<file path="config.mk">
export PLATFORM = sky130hd
export DESIGN_NAME = mac_unit_top
export DESIGN_NICKNAME = d
export VERILOG_FILES = /design/src/rtl/mac_pkg.sv /design/src/rtl/mac_pe.sv /design/src/rtl/mac_unit_top.sv
export SDC_FILE = /design/constraint.sdc
export NUM_CORES = 2
export LEC_CHECK = 0
export ABC_AREA = 1
export CAP_MARGIN = 20
export CORE_AREA = 8 8 313 239
export CTS_BUF_LIST = sky130_fd_sc_hd__clkbuf_8
export CTS_CLUSTER_DIAMETER = 200
export DETAILED_ROUTE_END_ITERATION = 7
export DIE_AREA = 0 0 321 247
export MAX_ROUTING_LAYER = met4
export PLACE_DENSITY = 0.78
export SYNTH_ARGS = -nofsm -noshare
export SYNTH_HDL_FRONTEND = slang
export SYNTH_SLANG_ARGS = --single-unit
export TNS_END_PERCENT = 30
</file>
<file path="constraint.sdc">
create_clock -name clk -period 79.5 [get_ports clk]
set_input_delay 19.875 -clock clk [delete_from_list [all_inputs] [get_ports clk]]
set_output_delay 19.875 -clock clk [all_outputs]
set_load 0.1 [all_outputs]
</file>
<file path="src/rtl/mac_pkg.sv">
// Shared sizes, FSM state encoding and counter-width helper for the matrix MAC block.
package mac_pkg;

    localparam int unsigned DefM     = 4;
    localparam int unsigned DefK     = 4;
    localparam int unsigned DefN     = 4;
    localparam int unsigned DefDataW = 8;
    localparam int unsigned DefAccW  = 2 * DefDataW;

    typedef enum logic [1:0] {
        StIdle,
        StLoad,
        StCompute,
        StDone
    } state_e;

    // Width of a counter or index that must hold values 0..n-1 (at least one bit).
    function automatic int unsigned cnt_w(input int unsigned n);
        return (n > 1) ? $clog2(n) : 1;
    endfunction

endpackage

</file>
<file path="src/rtl/mac_pe.sv">
// Two-stage unsigned multiply/accumulate: product register, then wrapping accumulator.
module mac_pe
    import mac_pkg::*;
#(
    parameter int unsigned InW  = DefDataW,
    parameter int unsigned OutW = DefAccW
) (
    input  logic            clk_i,
    input  logic            rst_i,
    input  logic [InW-1:0]  a_i,
    input  logic [InW-1:0]  b_i,
    input  logic            valid_i,
    input  logic            clear_acc_i,
    output logic [OutW-1:0] acc_o,
    output logic            acc_valid_o
);

    logic [OutW-1:0] prod_q, prod_d;
    logic [OutW-1:0] acc_q, acc_d;
    logic            prod_valid_q;
    logic            prod_clear_q;
    logic            acc_valid_q;

    always_comb begin
        prod_d = prod_q;
        acc_d  = acc_q;
        if (valid_i) begin
            prod_d = OutW'(a_i) * OutW'(b_i);
        end
        // The first term of a dot product restarts the sum instead of adding to it.
        if (prod_valid_q) begin
            acc_d = prod_clear_q ? prod_q : acc_q + prod_q;
        end
    end

    always_ff @(posedge clk_i or posedge rst_i) begin
        if (rst_i) begin
            prod_q       <= '0;
            acc_q        <= '0;
            prod_valid_q <= 1'b0;
            prod_clear_q <= 1'b0;
            acc_valid_q  <= 1'b0;
        end else begin
            prod_q       <= prod_d;
            acc_q        <= acc_d;
            prod_valid_q <= valid_i;
            prod_clear_q <= valid_i & clear_acc_i;
            acc_valid_q  <= prod_valid_q;
        end
    end

    assign acc_o       = acc_q;
    assign acc_valid_o = acc_valid_q;

endmodule

</file>
<file path="src/rtl/mac_unit_top.sv">
// Matrix multiply C = A x B with host valid/ready handshake and one shared pipelined MAC.
module mac_unit_top
    import mac_pkg::*;
#(
    parameter int unsigned param_M            = DefM,
    parameter int unsigned param_K            = DefK,
    parameter int unsigned param_N            = DefN,
    parameter int unsigned DATA_WIDTH_INITIAL = DefDataW,
    parameter int unsigned DATA_WIDTH_FINAL   = 2 * DATA_WIDTH_INITIAL
) (
    input  logic                          clk,
    input  logic                          rstn,
    input  logic                          host2block_val,
    output logic                          host2block_rdy,
    input  logic                          a_b_we_ext,
    input  logic [DATA_WIDTH_INITIAL-1:0] a_data_in_ext [param_M*param_K],
    input  logic [DATA_WIDTH_INITIAL-1:0] b_data_in_ext [param_K*param_N],
    input  logic                          block2host_rdy,
    input  logic                          c_re_ext,
    output logic [DATA_WIDTH_FINAL-1:0]   c_data_out_ext [param_M*param_N],
    output logic                          mac_done,
    output logic                          block2host_val
);

    localparam int unsigned MW    = cnt_w(param_M);
    localparam int unsigned KW    = cnt_w(param_K);
    localparam int unsigned NW    = cnt_w(param_N);
    localparam int unsigned AIdxW = cnt_w(param_M * param_K);
    localparam int unsigned BIdxW = cnt_w(param_K * param_N);
    localparam int unsigned CIdxW = cnt_w(param_M * param_N);

    state_e state_q, state_d;

    logic [DATA_WIDTH_INITIAL-1:0] a_q     [param_M*param_K];
    logic [DATA_WIDTH_INITIAL-1:0] b_q     [param_K*param_N];
    logic [DATA_WIDTH_FINAL-1:0]   c_q     [param_M*param_N];
    logic [DATA_WIDTH_FINAL-1:0]   c_out_q [param_M*param_N];

    logic [MW-1:0]    m_q;
    logic [NW-1:0]    n_q;
    logic [KW-1:0]    k_q;
    logic             issue_q;
    logic [1:0]       last_q;
    logic [CIdxW-1:0] wr_idx_q;

    logic                        k_last, n_last, m_last;
    logic                        load_fire, read_fire, c_wr;
    logic [AIdxW-1:0]            a_idx;
    logic [BIdxW-1:0]            b_idx;
    logic [DATA_WIDTH_FINAL-1:0] acc;
    logic                        acc_valid;

    assign k_last = (k_q == KW'(param_K - 1));
    assign n_last = (n_q == NW'(param_N - 1));
    assign m_last = (m_q == MW'(param_M - 1));

    assign a_idx = AIdxW'(32'(m_q) * param_K + 32'(k_q));
    assign b_idx = BIdxW'(32'(n_q) * param_K + 32'(k_q));

    assign load_fire = (state_q == StLoad) & a_b_we_ext;
    assign read_fire = (state_q == StDone) & c_re_ext & block2host_rdy;

    // The end-of-dot-product marker travels alongside the two MAC stages.
    assign c_wr     = acc_valid & last_q[1];
    assign mac_done = (state_q == StCompute) & c_wr
                    & (wr_idx_q == CIdxW'(param_M * param_N - 1));

    assign host2block_rdy = (state_q == StLoad);
    assign block2host_val = (state_q == StDone);
    assign c_data_out_ext = c_out_q;

    always_comb begin
        state_d = state_q;
        unique case (state_q)
            StIdle:    if (host2block_val) state_d = StLoad;
            StLoad:    if (a_b_we_ext)     state_d = StCompute;
            StCompute: if (mac_done)       state_d = StDone;
            StDone:    if (read_fire)      state_d = StIdle;
            default:                       state_d = StIdle;
        endcase
    end

    mac_pe #(
        .InW  (DATA_WIDTH_INITIAL),
        .OutW (DATA_WIDTH_FINAL)
    ) u_mac_pe (
        .clk_i       (clk),
        .rst_i       (rstn),
        .a_i         (a_q[a_idx]),
        .b_i         (b_q[b_idx]),
        .valid_i     (issue_q),
        .clear_acc_i (k_q == '0),
        .acc_o       (acc),
        .acc_valid_o (acc_valid)
    );

    always_ff @(posedge clk or posedge rstn) begin
        if (rstn) begin
            state_q  <= StIdle;
            a_q      <= '{default: '0};
            b_q      <= '{default: '0};
            c_q      <= '{default: '0};
            c_out_q  <= '{default: '0};
            m_q      <= '0;
            n_q      <= '0;
            k_q      <= '0;
            issue_q  <= 1'b0;
            last_q   <= '0;
            wr_idx_q <= '0;
        end else begin
            state_q <= state_d;
            last_q  <= {last_q[0], issue_q & k_last};
            if (load_fire) begin
                a_q      <= a_data_in_ext;
                b_q      <= b_data_in_ext;
                c_q      <= '{default: '0};
                m_q      <= '0;
                n_q      <= '0;
                k_q      <= '0;
                issue_q  <= 1'b1;
                wr_idx_q <= '0;
            end else begin
                // Issue order: k innermost, then n, then m.
                if (issue_q) begin
                    if (!k_last) begin
                        k_q <= k_q + 1'b1;
                    end else begin
                        k_q <= '0;
                        if (!n_last) begin
                            n_q <= n_q + 1'b1;
                        end else begin
                            n_q <= '0;
                            if (m_last) begin
                                issue_q <= 1'b0;
                            end else begin
                                m_q <= m_q + 1'b1;
                            end
                        end
                    end
                end
                if (c_wr) begin
                    c_q[wr_idx_q] <= acc;
                    wr_idx_q      <= wr_idx_q + 1'b1;
                end
            end
            if (read_fire) begin
                c_out_q <= c_q;
            end
        end
    end

endmodule

</file>
==> flow_summary.json <==
{
  "numPortBuffers": 520,
  "rsz0062_at_grt": "false",
  "start_util_pct": 51.7,
  "syn_area_um2": 36000,
  "fin_crit_ns": 23.47,
  "worst_pin_slew_ns": 1.14,
  "antenna_found_initial": 5,
  "ys_seq_area_share_pct": 56.9,
  "nFillCells": 5603,
  "yosys_warnings": 0,
  "synth_area_leaders": "dfrtp_1 57%, nand2_1 12%, o21ai_0 5.8%, inv_1 5.6%, o22ai_1 4.5%",
  "clk_pin_slew_worst_paths_ns": 0.07,
  "grt_pass1_vias": 28371,
  "grt_pass1_wl_mm": 160,
  "rows": 84,
  "synthFlopType": "dfrtp_1",
  "die_x_um": 321,
  "slew_viol_final": 0,
  "worstPathRequired_ns": 59.62,
  "place.gp.congestion": 0.867,
  "stdcell_area_um2": 44100,
  "cts_tree": "built",
  "rr_endpoint": "u_mac_pe.prod_q[15]",
  "crit_path_end_kind": "output port",
  "max_freq_mhz": 42.6,
  "fin_tns_setup_ns": 0,
  "synthCells": 3958,
  "pin_count": 521,
  "cts-root-buf": "clkbuf_8",
  "start_kind": "flip-flop",
  "hold_class": "reg2reg",
  "rr_worst_depth": 22,
  "yosys-top-cells-count": "1111 x nand2_1, 818 x dfrtp_1, 538 x inv_1, 420 x o21ai_0, 257 x o22ai_1",
  "vias_per_cell": 5.34,
  "finalNonFillerCells": 5441,
  "dr_total_vias": 29029,
  "setup.worst_path.end": "mac_done",
  "cts_setup_buffers": 0,
  "first_iter_violations": 3053,
  "dr.pass1.iters": 6,
  "drive_gt1_share_pct": 6.41,
  "grt_max_degree": 287,
  "cts-resized-gates": 0,
  "dp_cells": 5224,
  "drc": 0,
  "overflow": 0,
  "grt_use_total_pct": 26.0,
  "fin_crit_sh_pct": 29.5,
  "finClkSkew_ns": 0.0511,
  "htreeDepth": 3,
  "critPathArrivalTime_ns": 3.59,
  "cts_hold_buf": 0,
  "setup_viol": 0,
  "numClockSinks": 818,
  "numCtsBuffers": 117,
  "ant_nets": 0,
  "coreArea_um2": 69600,
  "dp_hpwl_mm": 69.0,
  "fin_nets": 4763,
  "relSlewSlack_pct": 23.6,
  "r2r_slack_ns": 73.10,
  "wl_mm": 102,
  "worstSetupPathType": "reg2out",
  "cp_max_fo": 19,
  "ys_async_sr_fraction_pct": 100,
  "synth_fp_nets": 4320,
  "area_delta_synth_final_pct": 22.5,
  "outcome": "finished, final reports clean",
  "synth_edf_count": 0,
  "placed_area_um2": 41500,
  "die_h_um": 247,
  "synth_seq_cells": 818,
  "synth_top_area_share_pct": 56.9,
  "wl_per_cell_um": 18.8,
  "ys_types": 39,
  "drv_cap": 0,
  "yosysMostFrequentCell": "nand2_1",
  "yosysTopAreaCell": "dfrtp_1",
  "hold_violations": 0,
  "dieArea_um2": 79300,
  "avgSynthCellArea_um2": 9.09,
  "clk_latency_ns": 0.77,
  "crit_path_start": "wr_idx_q[3]",
  "clockBufferDepth": 3,
  "r2r_start": "k_q[0]"
}
[stage by stage]
step           hold WS [ns]  util, %  worst slack [ns]
2_1_floorplan         0.331        -             36.65
3_3_place_gp          0.334     59.6             55.74
3_5_place_dp          0.346     59.6             55.75
4_1_cts               0.360     63.1             55.97
5_1_grt               0.364     63.3             55.84
6_report              0.360     63.3             56.03
[worst min-delay path by stage]
stage              start        end  slack, ns  depth (start not counted)
3_5_place_dp   last_q[0]  last_q[1]       0.35                          0
6_report       last_q[0]  last_q[1]       0.36                          0
2_1_floorplan  last_q[0]  last_q[1]       0.33                          0
4_1_cts        last_q[0]  last_q[1]       0.36                          0
3_3_place_gp   last_q[0]  last_q[1]       0.33                          0
5_1_grt        last_q[0]  last_q[1]       0.36                          0
[final cells by class]
class,count,area [µm²],area share [%]
sequential,818,20500,46.5
multi-input combinational,2365,12300,27.9
timing repair buffer,552,5550,12.6
inverter,547,2080,4.71
clock buffer,148,2040,4.62
tap,946,1180,2.69
clock inverter,61,415,0.943
antenna,4,10.0,0.0227
[flip-flops by register name, indices dropped and copies added (netlist names)]
register,cells
a_q,128
b_q,128
c_data_out_ext,256
c_q,256
issue_q,1
k_q,2
last_q,2
m_q,2
n_q,2
state_q,2
u_mac_pe.acc_o,16
u_mac_pe.acc_valid_o,1
u_mac_pe.prod_clear_q,1
u_mac_pe.prod_q,16
u_mac_pe.prod_valid_q,1
wr_idx_q,4
[routing by layer]
layer	vias to the layer above	track usage [%]	share of wire, %
li1	13640	-	-
met2	1137	39.8	46
met1	14026	34.9	42
met4	0	9.52	3.7
met5	-	-	0
met3	226	4.92	7.6
[cells in the final DEF, fill, tap and decap left out, types with 4 or more instances in the layout]
| master | Yosys | final |
|---|---|---|
| a21oi_1 | 75 | 75 |
| a21oi_2 | 17 | 17 |
| buf_16 | 0 | 4 |
| buf_4 | 21 | 26 |
| clkbuf_8 | 0 | 148 |
| clkdlybuf4s50_1 | 0 | 520 |
| clkinv_1 | 5 | 5 |
| clkinv_2 | 0 | 12 |
| dfrtp_1 | 818 | 816 |
| diode_2 | 0 | 4 |
| fa_1 | 37 | 37 |
| ha_1 | 63 | 63 |
| inv_1 | 538 | 576 |
| nand2_1 | 1111 | 1110 |
| nand2_2 | 31 | 31 |
| nand3_1 | 113 | 112 |
| nand4_1 | 6 | 6 |
| nand4_2 | 8 | 8 |
| nand4_4 | 8 | 8 |
| nor2_1 | 70 | 70 |
| nor3_1 | 7 | 7 |
| o211ai_1 | 59 | 59 |
| o211ai_2 | 7 | 7 |
| o21ai_0 | 420 | 420 |
| o21ai_1 | 50 | 50 |
| o22ai_1 | 257 | 257 |
| xnor2_1 | 6 | 6 |
| xor2_1 | 4 | 4 |
[worst max-delay path: stages (launching register included)]
cell and delay (ns):
dfrtp_1 0.80, nand4_2 0.63, nor2_1 0.24, clkdlybuf4s50_1 1.17
[cell families after synthesis]
kind of cell | Yosys count | synth area share, %
xor gates and xnor gates | 10 | 0.243
AOI/OAI and AO/OA | 894 | 14.1
and+or+nand+nor | 1361 | 15.5
buffers and inverters | 775 | 8.94
DFF | 818 | 56.9
adders and majority gates | 100 | 4.25
Power is not shown: default switching activity piles up to over one toggle a cycle in this logic, so the estimate is an artifact.
